==> src/rtl/sha3_pkg.sv <==
// Shared constants, state encoding and pad-block helper for the SHA-3 absorb-block assembler.
package sha3_pkg;

  localparam int DATA_W    = 16;
  localparam int RATE_BITS = 1088;
  localparam int WORDS     = RATE_BITS / DATA_W;
  localparam int IDX_W     = $clog2(WORDS);

  localparam logic [DATA_W-1:0] PAD_WORD   = 16'h0003;
  localparam logic [3:0]        PAD_NIBBLE = 4'h3;

  typedef enum logic [1:0] {
    FILL = 2'd0,
    PADW = 2'd1,
    EMIT = 2'd2
  } blk_state_t;

  // Block carrying only the trailing pad: word0 = pad nibble, final pad bit in the MSB.
  function automatic logic [RATE_BITS-1:0] pad_only_block();
    logic [RATE_BITS-1:0] b;
    b                = '0;
    b[DATA_W-1:0]    = {{(DATA_W-4){1'b0}}, PAD_NIBBLE};
    b[RATE_BITS-1]   = 1'b1;
    return b;
  endfunction

endpackage

==> src/rtl/sha3_block_asm.sv <==
// Packs padded 16-bit stream words into one rate-wide block for the Keccak core, one block at a time.
// Optional sticky illegal-tuser flag blk_err is built only when SHA3_BLK_ERR_EN is defined.
module sha3_block_asm
  import sha3_pkg::*;
(
  input  logic                 ACLK,
  input  logic                 ARESETn,
  input  logic [DATA_W-1:0]    s_axis_tdata,
  input  logic                 s_axis_tvalid,
  output logic                 s_axis_tready,
  input  logic                 s_axis_tlast,
  input  logic [3:0]           s_axis_tuser,
  output logic [RATE_BITS-1:0] blk_data,
  output logic                 blk_valid,
  input  logic                 blk_ready,
  output logic                 blk_last
`ifdef SHA3_BLK_ERR_EN
  ,
  output logic                 blk_err
`endif
);

  blk_state_t           r_state;
  logic [IDX_W-1:0]     r_idx;
  logic [RATE_BITS-1:0] r_blk;
  logic                 r_valid;
  logic                 r_last;
  logic                 r_pad_pend;

  logic                 w_hs_in;
  logic                 w_full;
  logic                 w_at_end;
  logic                 w_pad_deferred;
  logic [IDX_W-1:0]     w_idx_nx;
  logic [RATE_BITS-1:0] w_fill_blk;

  assign s_axis_tready = (r_state == FILL);
  assign w_hs_in       = s_axis_tvalid && s_axis_tready;

  // tuser 5..15 is treated exactly like a full final word.
  assign w_full         = (s_axis_tuser >= 4'd4);
  assign w_at_end       = (r_idx == IDX_W'(WORDS - 1));
  assign w_pad_deferred = s_axis_tlast && w_full && w_at_end;
  assign w_idx_nx       = r_idx + 1'b1;

  always_comb begin
    w_fill_blk = r_blk;
    w_fill_blk[r_idx*DATA_W +: DATA_W] = s_axis_tdata;
    if (s_axis_tlast && !w_pad_deferred) begin
      if (w_full) begin
        w_fill_blk[w_idx_nx*DATA_W +: DATA_W] = PAD_WORD;
      end
      w_fill_blk[RATE_BITS-1] = 1'b1;
    end
  end

  always_ff @(posedge ACLK or negedge ARESETn) begin
    if (!ARESETn) begin
      r_state    <= FILL;
      r_idx      <= '0;
      r_blk      <= '0;
      r_valid    <= 1'b0;
      r_last     <= 1'b0;
      r_pad_pend <= 1'b0;
    end else begin
      case (r_state)
        FILL: begin
          if (w_hs_in) begin
            r_blk <= w_fill_blk;
            if (s_axis_tlast || w_at_end) begin
              r_state    <= EMIT;
              r_valid    <= 1'b1;
              r_last     <= s_axis_tlast && !w_pad_deferred;
              r_pad_pend <= w_pad_deferred;
            end else begin
              r_idx <= w_idx_nx;
            end
          end
        end
        PADW: begin
          r_blk      <= pad_only_block();
          r_last     <= 1'b1;
          r_valid    <= 1'b1;
          r_pad_pend <= 1'b0;
          r_state    <= EMIT;
        end
        EMIT: begin
          if (blk_ready) begin
            r_blk   <= '0;
            r_idx   <= '0;
            r_valid <= 1'b0;
            r_last  <= 1'b0;
            r_state <= r_pad_pend ? PADW : FILL;
          end
        end
        default: r_state <= FILL;
      endcase
    end
  end

  assign blk_data  = r_blk;
  assign blk_valid = r_valid;
  assign blk_last  = r_last;

`ifdef SHA3_BLK_ERR_EN
  logic r_err;

  always_ff @(posedge ACLK or negedge ARESETn) begin
    if (!ARESETn) begin
      r_err <= 1'b0;
    end else if (w_hs_in && s_axis_tlast && (s_axis_tuser > 4'd4)) begin
      r_err <= 1'b1;
    end
  end

  assign blk_err = r_err;
`endif

endmodule
==> config.mk <==
export PLATFORM = sky130hd
export DESIGN_NAME = sha3_block_asm
export DESIGN_NICKNAME = d
export VERILOG_FILES = /design/src/rtl/sha3_pkg.sv /design/src/rtl/sha3_block_asm.sv
export SDC_FILE = /design/constraint.sdc
export NUM_CORES = 2
export LEC_CHECK = 0
export ABC_AREA = 1
export CAP_MARGIN = 20
export CORE_AREA = 4 4 428 430
export CTS_CLUSTER_SIZE = 20
export DETAILED_ROUTE_END_ITERATION = 16
export DIE_AREA = 0 0 432 434
export PLACE_DENSITY = 0.58
export SETUP_SLACK_MARGIN = 0.3
export SYNTH_ARGS = -nofsm -noshare
export SYNTH_HDL_FRONTEND = slang
export SYNTH_SLANG_ARGS = --single-unit
==> constraint.sdc <==
create_clock -name ACLK -period 3.8 [get_ports ACLK]
set_input_delay 0.76 -clock ACLK [delete_from_list [all_inputs] [get_ports ACLK]]
set_output_delay 0.76 -clock ACLK [all_outputs]
set_load 0.02 [all_outputs]
Word-level counts from Yosys, hierarchy flattened
Cells that the tools add are included.

storage, ports and cells
  memory bits (writable) = 0
  output and inout port bits = 1,091
  latch bits = 0
  memory bits (read-only) = 0
  input port bits = 25
  register bits = 1,100
  memories kept = 0
  word-level logic and storage cells = 62

cells by class
  muxes and demuxes = 26
  bitwise operators = 0
  div/mod/pow operators = 0
  reduce and logical (&&, ||, !) cells = 15
  $lt $le $gt $ge = 1
  shift-type cells = 4
  multiply operators = 0
  equal/unequal tests = 7
  $add $sub $neg = 3

operator list
  cell                                                               number
  2-to-1 mux 1088 bit                                                3
  one-hot mux 1088 bit (3 select lines)                              1
  bitwise mux 1088 bit                                               2
  variable shift 16 x 34 -> 1088 bit, first input constant           2
  indexed part select 16 x 34 -> 1088 bit                            1
  indexed part select 16 x 34 -> 1088 bit, first input constant      1
  2-to-1 mux 1087 bit                                                1
  negator 11 -> 34 bit                                               2
  2-to-1 mux 7 bit                                                   3
  one-hot mux 7 bit (2 select lines)                                 1
  AND reduction 3 bit                                                3
  2-to-1 mux 1 bit                                                   8
  AND reduction 4 bit                                                2
  adder 7 x 1 -> 7 bit, second input constant                        1
  == test 7 bit, second input constant                               1
  2-to-1 mux 2 bit                                                   3
  one-hot mux 1 bit (3 select lines)                                 2
  one-hot mux 2 bit (3 select lines)                                 1
  greater-or-equal comparator 4 x 3 -> 1 bit, second input constant  1
  logical AND 1 bit                                                  4
  != test 2 x 1 -> 1 bit, second input constant                      2
  != test 2 bit, second input constant                               2
  nonzero test 2 bit                                                 2
  nonzero test 3 bit                                                 1
  other kinds (6)                                                    6

Logic depth before layout (Yosys ltp)
  word-level depth = 8
  gate-level depth with buffers = 19
  depth with buffers taken out = 18

Worst setup path after synthesis
No wires, ideal clock.

  path type = register -> register
  start = reg r_idx[0]
  end = reg r_blk[592], in the netlist blk_data[592]
  required time = 3.683 ns
  arrival = 2.594 ns
  path slack = 1.088 ns
  setup time = 0.117 ns
  clock period less this slack = 2.712 ns
  stages on the path, launching flop included = 17
  buffers on the path = 2
  path through = dfrtp_1 -> inv_2 -> ha_1 -> inv_1 -> nor2_1 -> ha_1 -> clkinv_1 -> nor2_1 -> nand2_2 -> inv_2 -> buf_2 -> nand3_1 -> buf_2 -> o21ai_0 -> nand2_1 -> nand2_1 -> nand2_1

on the way
  word-level cells in the longest chain between the ends = 8
  elaborated cells between the ends (all ways) = 17
  classes of those cells = add/sub: 3; eq/ne: 1; shift: 4; mux: 6; reduce/logical: 3

ends and longest elaborated chain
  item                                                                   RTL line                                    source
  start, declared                                                        sha3_block_asm.sv:24                        logic [IDX_W-1:0] r_idx;
  start signal, assigned                                                 sha3_block_asm.sv:76                        r_idx <= w_idx_nx;
  adder 7 x 1 -> 7 bit or negator 11 -> 34 bit (tied branches)           sha3_block_asm.sv:44, sha3_block_asm.sv:48
  negator 11 -> 34 bit, or another cell as far along                     sha3_block_asm.sv:51                        w_fill_blk[w_idx_nx*DATA_W +: DATA_W] = PAD_WORD;
  indexed part select 16 x 34 -> 1088 bit, or another cell as far along  sha3_block_asm.sv:51
  bitwise mux 1088 bit                                                   sha3_block_asm.sv:51
  2-to-1 mux 1087 bit                                                    sha3_block_asm.sv:50                        if (w_full) begin
  2-to-1 mux 1088 bit *                                                  sha3_block_asm.sv:49                        if (s_axis_tlast && !w_pad_deferred) begin
  2-to-1 mux 1088 bit *                                                  sha3_block_asm.sv:68                        if (w_hs_in) begin
  one-hot mux 1088 bit (3 select lines) *                                sha3_block_asm.sv:66                        case (r_state)
  end signal, assigned                                                   sha3_block_asm.sv:69                        r_blk <= w_fill_blk;
  end signal, assigned                                                   sha3_block_asm.sv:81                        r_blk <= pad_only_block();
  end, declared                                                          sha3_block_asm.sv:25                        logic [RATE_BITS-1:0] r_blk;

Mark *: on every way between the ends. The rest lies on a longest branch, timed or not. The select of a mux whose other input is x is not followed.
A chain may end at the register's enable or synchronous reset.

Final worst setup path
  start = reg r_idx[0]
  end = reg r_blk[463], in the netlist blk_data[463]

The elaborated chain is that of the path after synthesis.

==> impl_metrics.py <==
metrics = {
    "status": {
        "status": "finished clean",
    },
    "die": {
        "start_util_pct": 32.9,
        "fp.coreArea_mm2": 0.180,
        "pin_count": 1116,
        "dieArea_mm2": 0.187,
        "die_height_um": 434,
        "num_rows": 156,
        "dieWidth_um": 432,
    },
    "grt": {
        "antenna_found_initial": 22,
        "grt_max_degree": 190,
        "grt_pass1_wl_um": 430000,
        "grt-ovfl-total": 0,
        "grt_usage_pct": 31.7,
        "grt_pass1_vias": 57300,
    },
    "clocking": {
        "worst_skew_pair.late_latency_ns": 0.81,
        "cts_tree": "done",
        "cts_root_buf": "clkbuf_16",
        "clockBufferDepth": 3,
        "cts_sinks": 1100,
        "cts-buffers-inserted": 135,
        "clkSlewWorstSetupHoldPaths_ns": 0.06,
        "htreeDepth": 4,
    },
    "logic_synthesis": {
        "synth_flop_cell": "dfrtp_1",
        "async_flop_share_pct": 100,
        "synth.top_cell.area_share_pct": 46.6,
        "avgSynthCellArea_um2": 6.94,
        "syn_inst": 8513,
        "yosysSeqAreaShare_pct": 46.6,
        "ys_types": 37,
        "post-synth-top-area-cell": "dfrtp_1",
        "synthMuxAreaShare_pct": 0.0191,
        "netlist_area_mm2": 0.0591,
        "netlist_top_cells_area": "dfrtp_1 (47%), nand2_1 (24%), o21ai_0 (8.8%)",
        "synthAdderAreaFrac_pct": 0.191,
        "synth-simple-area-share_pct": 33.0,
        "synth-compound-area-share_pct": 12.7,
        "syn-num-nets": 8547,
        "yosysWarnings": 0,
        "synth_xor_area_share_pct": 0.0741,
        "synth-edff-count": 0,
        "ys_ff_latch": 1100,
        "synth_top_family_by_area": "simple AND/OR/NAND/NOR gates",
    },
    "cells_and_area": {
        "fin_nets": 9583,
        "fillers": 18000,
        "layout_common_cells": "nand2_1 (3730), clkdlybuf4s50_1 (1112), dfrtp_1 (1099), o21ai_0 (1034), inv_1 (533)",
        "fin_cells": 12000,
        "drive_gt1_share_pct": 7.13,
        "final_common_cell": "nand2_1",
        "syn2layout_area_growth_pct": 33.3,
    },
    "worst_hold_path": {
        "hold_path.class": "input pin to asynchronous set/reset pin",
    },
    "place": {
        "dp_hpwl_um": 232000,
        "gp_congestion": 0.931,
        "io_buffers": 1113,
        "placed_cells_incl_taps": 11800,
    },
    "setup_path": {
        "crit_chain": "inv_2 > ha_1 > nor2_2 > inv_1 > nor2_1 > inv_1 > nor2_1 > nand2_1 > nor2_1 > o21ai_1 > o21ai_0",
        "startpoint_type": "register",
        "critPathKind": "register to register",
        "end_kind": "register",
        "slowest_delay_ns": 0.53,
        "cp_slowest_cell": "nor2_1",
        "arrival_ns": 4.17,
        "crit_family": "simple AND/OR/NAND/NOR gates",
        "path_buf_inv": 3,
        "crit_top_cell": "nor2_1",
        "critPathRequiredTime_ns": 4.51,
        "crit_fanout": 16,
    },
    "routing": {
        "detail_route.wl_per_cell_um": 25.6,
        "routed_wl_um": 308000,
        "vias": 62900,
        "drtAntennaViolNets": 0,
        "drtPass1Iterations": 6,
        "drc": 0,
        "drt-initial-drc-count": 7040,
        "vias_per_cell": 5.23,
    },
    "power": {
        "vdd_drop_max_uv": 1430,
        "leakagePower_nw": 37.7,
        "fin_total_pwr_mw": 48.5,
        "p_per_area_mw_per_mm2": 616,
    },
    "sta": {
        "period_share_pct": 91.0,
        "period_minus_slack_ns": 3.46,
        "relSlewSlack_pct": 29.2,
        "drv_slew": 0,
        "hold_viol": 0,
        "fmax_mhz": 289,
        "final-setup-viol-count": 0,
        "rsz0062_at_grt": "yes",
        "worstMarginPinSlew_ns": 1.06,
        "final.setup_skew_ns": 0.0336,
    },
    "job": {
        "max_cap_violations": 0,
    },
}
==> timing repair <==
item / 4_1_cts / 5_1_grt
gates cloned: 0 / 1
hold endpoints to repair: 28 / 0
buffers inserted: 0 / 8
pin swaps: 0 / 4
hold buffers: 1 / 0
setup endpoints to repair: 103 / 734
resized for setup: 12 / 58
==> Yosys cell counts, types with 2 or more instances <==
| cell type | n |
|---|---|
| nor3_2 | 2 |
| a21oi_1 | 158 |
| o211ai_1 | 8 |
| nand3_1 | 443 |
| nand3b_1 | 7 |
| nand3_2 | 11 |
| buf_6 | 2 |
| nor3_1 | 60 |
| o21ai_0 | 1034 |
| o21ai_1 | 54 |
| clkbuf_2 | 2 |
| nor2_4 | 6 |
| inv_2 | 13 |
| o21bai_1 | 76 |
| o22ai_1 | 5 |
| ha_1 | 9 |
| nand4_1 | 76 |
| nor4_1 | 5 |
| buf_1 | 50 |
| a21oi_2 | 12 |
| clkbuf_1 | 268 |
| nor2_2 | 16 |
| dfrtp_1 | 1100 |
| inv_1 | 536 |
| clkinv_1 | 4 |
| nand2_1 | 3758 |
| buf_4 | 24 |
| nand2_2 | 10 |
| nor2_1 | 507 |
| buf_2 | 186 |
| o21a_1 | 65 |
==> metal layers <==
layer	vias up	part of all wire, %	GRT usage (%)
met5	-	0.0032	0
met2	2879	46	49.5
met4	2	7.9	21.8
li1	29000	-	-
met1	30400	39	39.2
met3	636	7.8	6.79
==> worst paths after layout <==
kind / startpoint / end / slack, ns / cells past startpoint
setup / recovery: r_idx[0] / blk_data[463] / 0.34 / 11
hold / removal: ARESETn / blk_data[996] / 0.49 / 2
setup reg to reg: r_idx[0] / blk_data[463] / 0.34 / 11
hold reg to reg: blk_data[917] / blk_data[917] / 0.50 / 2
max in group asynchronous: ARESETn / blk_data[681] / 1.96 / 3
min in group ACLK: blk_data[917] / blk_data[917] / 0.50 / 2
==> area by class of cell <==
class / instances / area (µm²) / share of cell area (%)
multi-input combinational: 6329 / 27500 / 34.9
tap: 2370 / 2970 / 3.76
clock buffer: 191 / 3900 / 4.95
inverter: 553 / 2090 / 2.66
timing repair buffer: 1430 / 14000 / 17.8
antenna: 15 / 37.5 / 0.0477
sequential: 1100 / 27500 / 34.9
clock inverter: 52 / 741 / 0.940
==> through the flow <==
step                      instance area, µm²  setup slack (ns)  hold slack (ns)  util, %  setup TNS [ns]
after floorplan                        59100              1.09            0.454        -               0
after global placement                 73700           -0.0218            0.485     41.0         -0.0533
after detailed placement               73800            0.0289            0.490     41.0               0
after CTS                              78400             0.292            0.505     43.6               0
after global routing                   78800             0.281            0.525     43.8               0
final                                  78800             0.340            0.492     43.8               0
==> power by group <==
group	internal, mW	switching [mW]
registers	12.2	0.456
clock network	8.10	5.65
logic	4.45	17.7
total	24.7	23.8
==> logic make-up (layout without fill, tap and decap cells) <==
family                   count (synthesis)  after routing
AO/OA/AOI/OAI                         1412           1412
XOR/XNOR                                 2              2
adder cells (fa/ha/maj)                  9              9
buffers and inverters                 1085           2226
flip-flops                            1100           1100
multiplexers                             1              1
other                                    0             15
AND/OR/NAND/NOR                       4904           4905
==> worst reg2reg max path, cell delays in order (launching register included) <==
cell,delay (ns)
dfrtp_2,0.45
inv_2,0.16
ha_1,0.36
nor2_2,0.28
inv_1,0.36
nor2_1,0.25
inv_1,0.12
nor2_1,0.53
nand2_1,0.44
nor2_1,0.19
o21ai_1,0.08
o21ai_0,0.16
==> state kept, by name, summed over array words and instances (netlist names) <==
signal	flops
blk_data	1088
blk_last	1
blk_valid	1
r_idx	7
r_pad_pend	1
r_state	2
No activity file was read; power rests on OpenSTA's default activity.
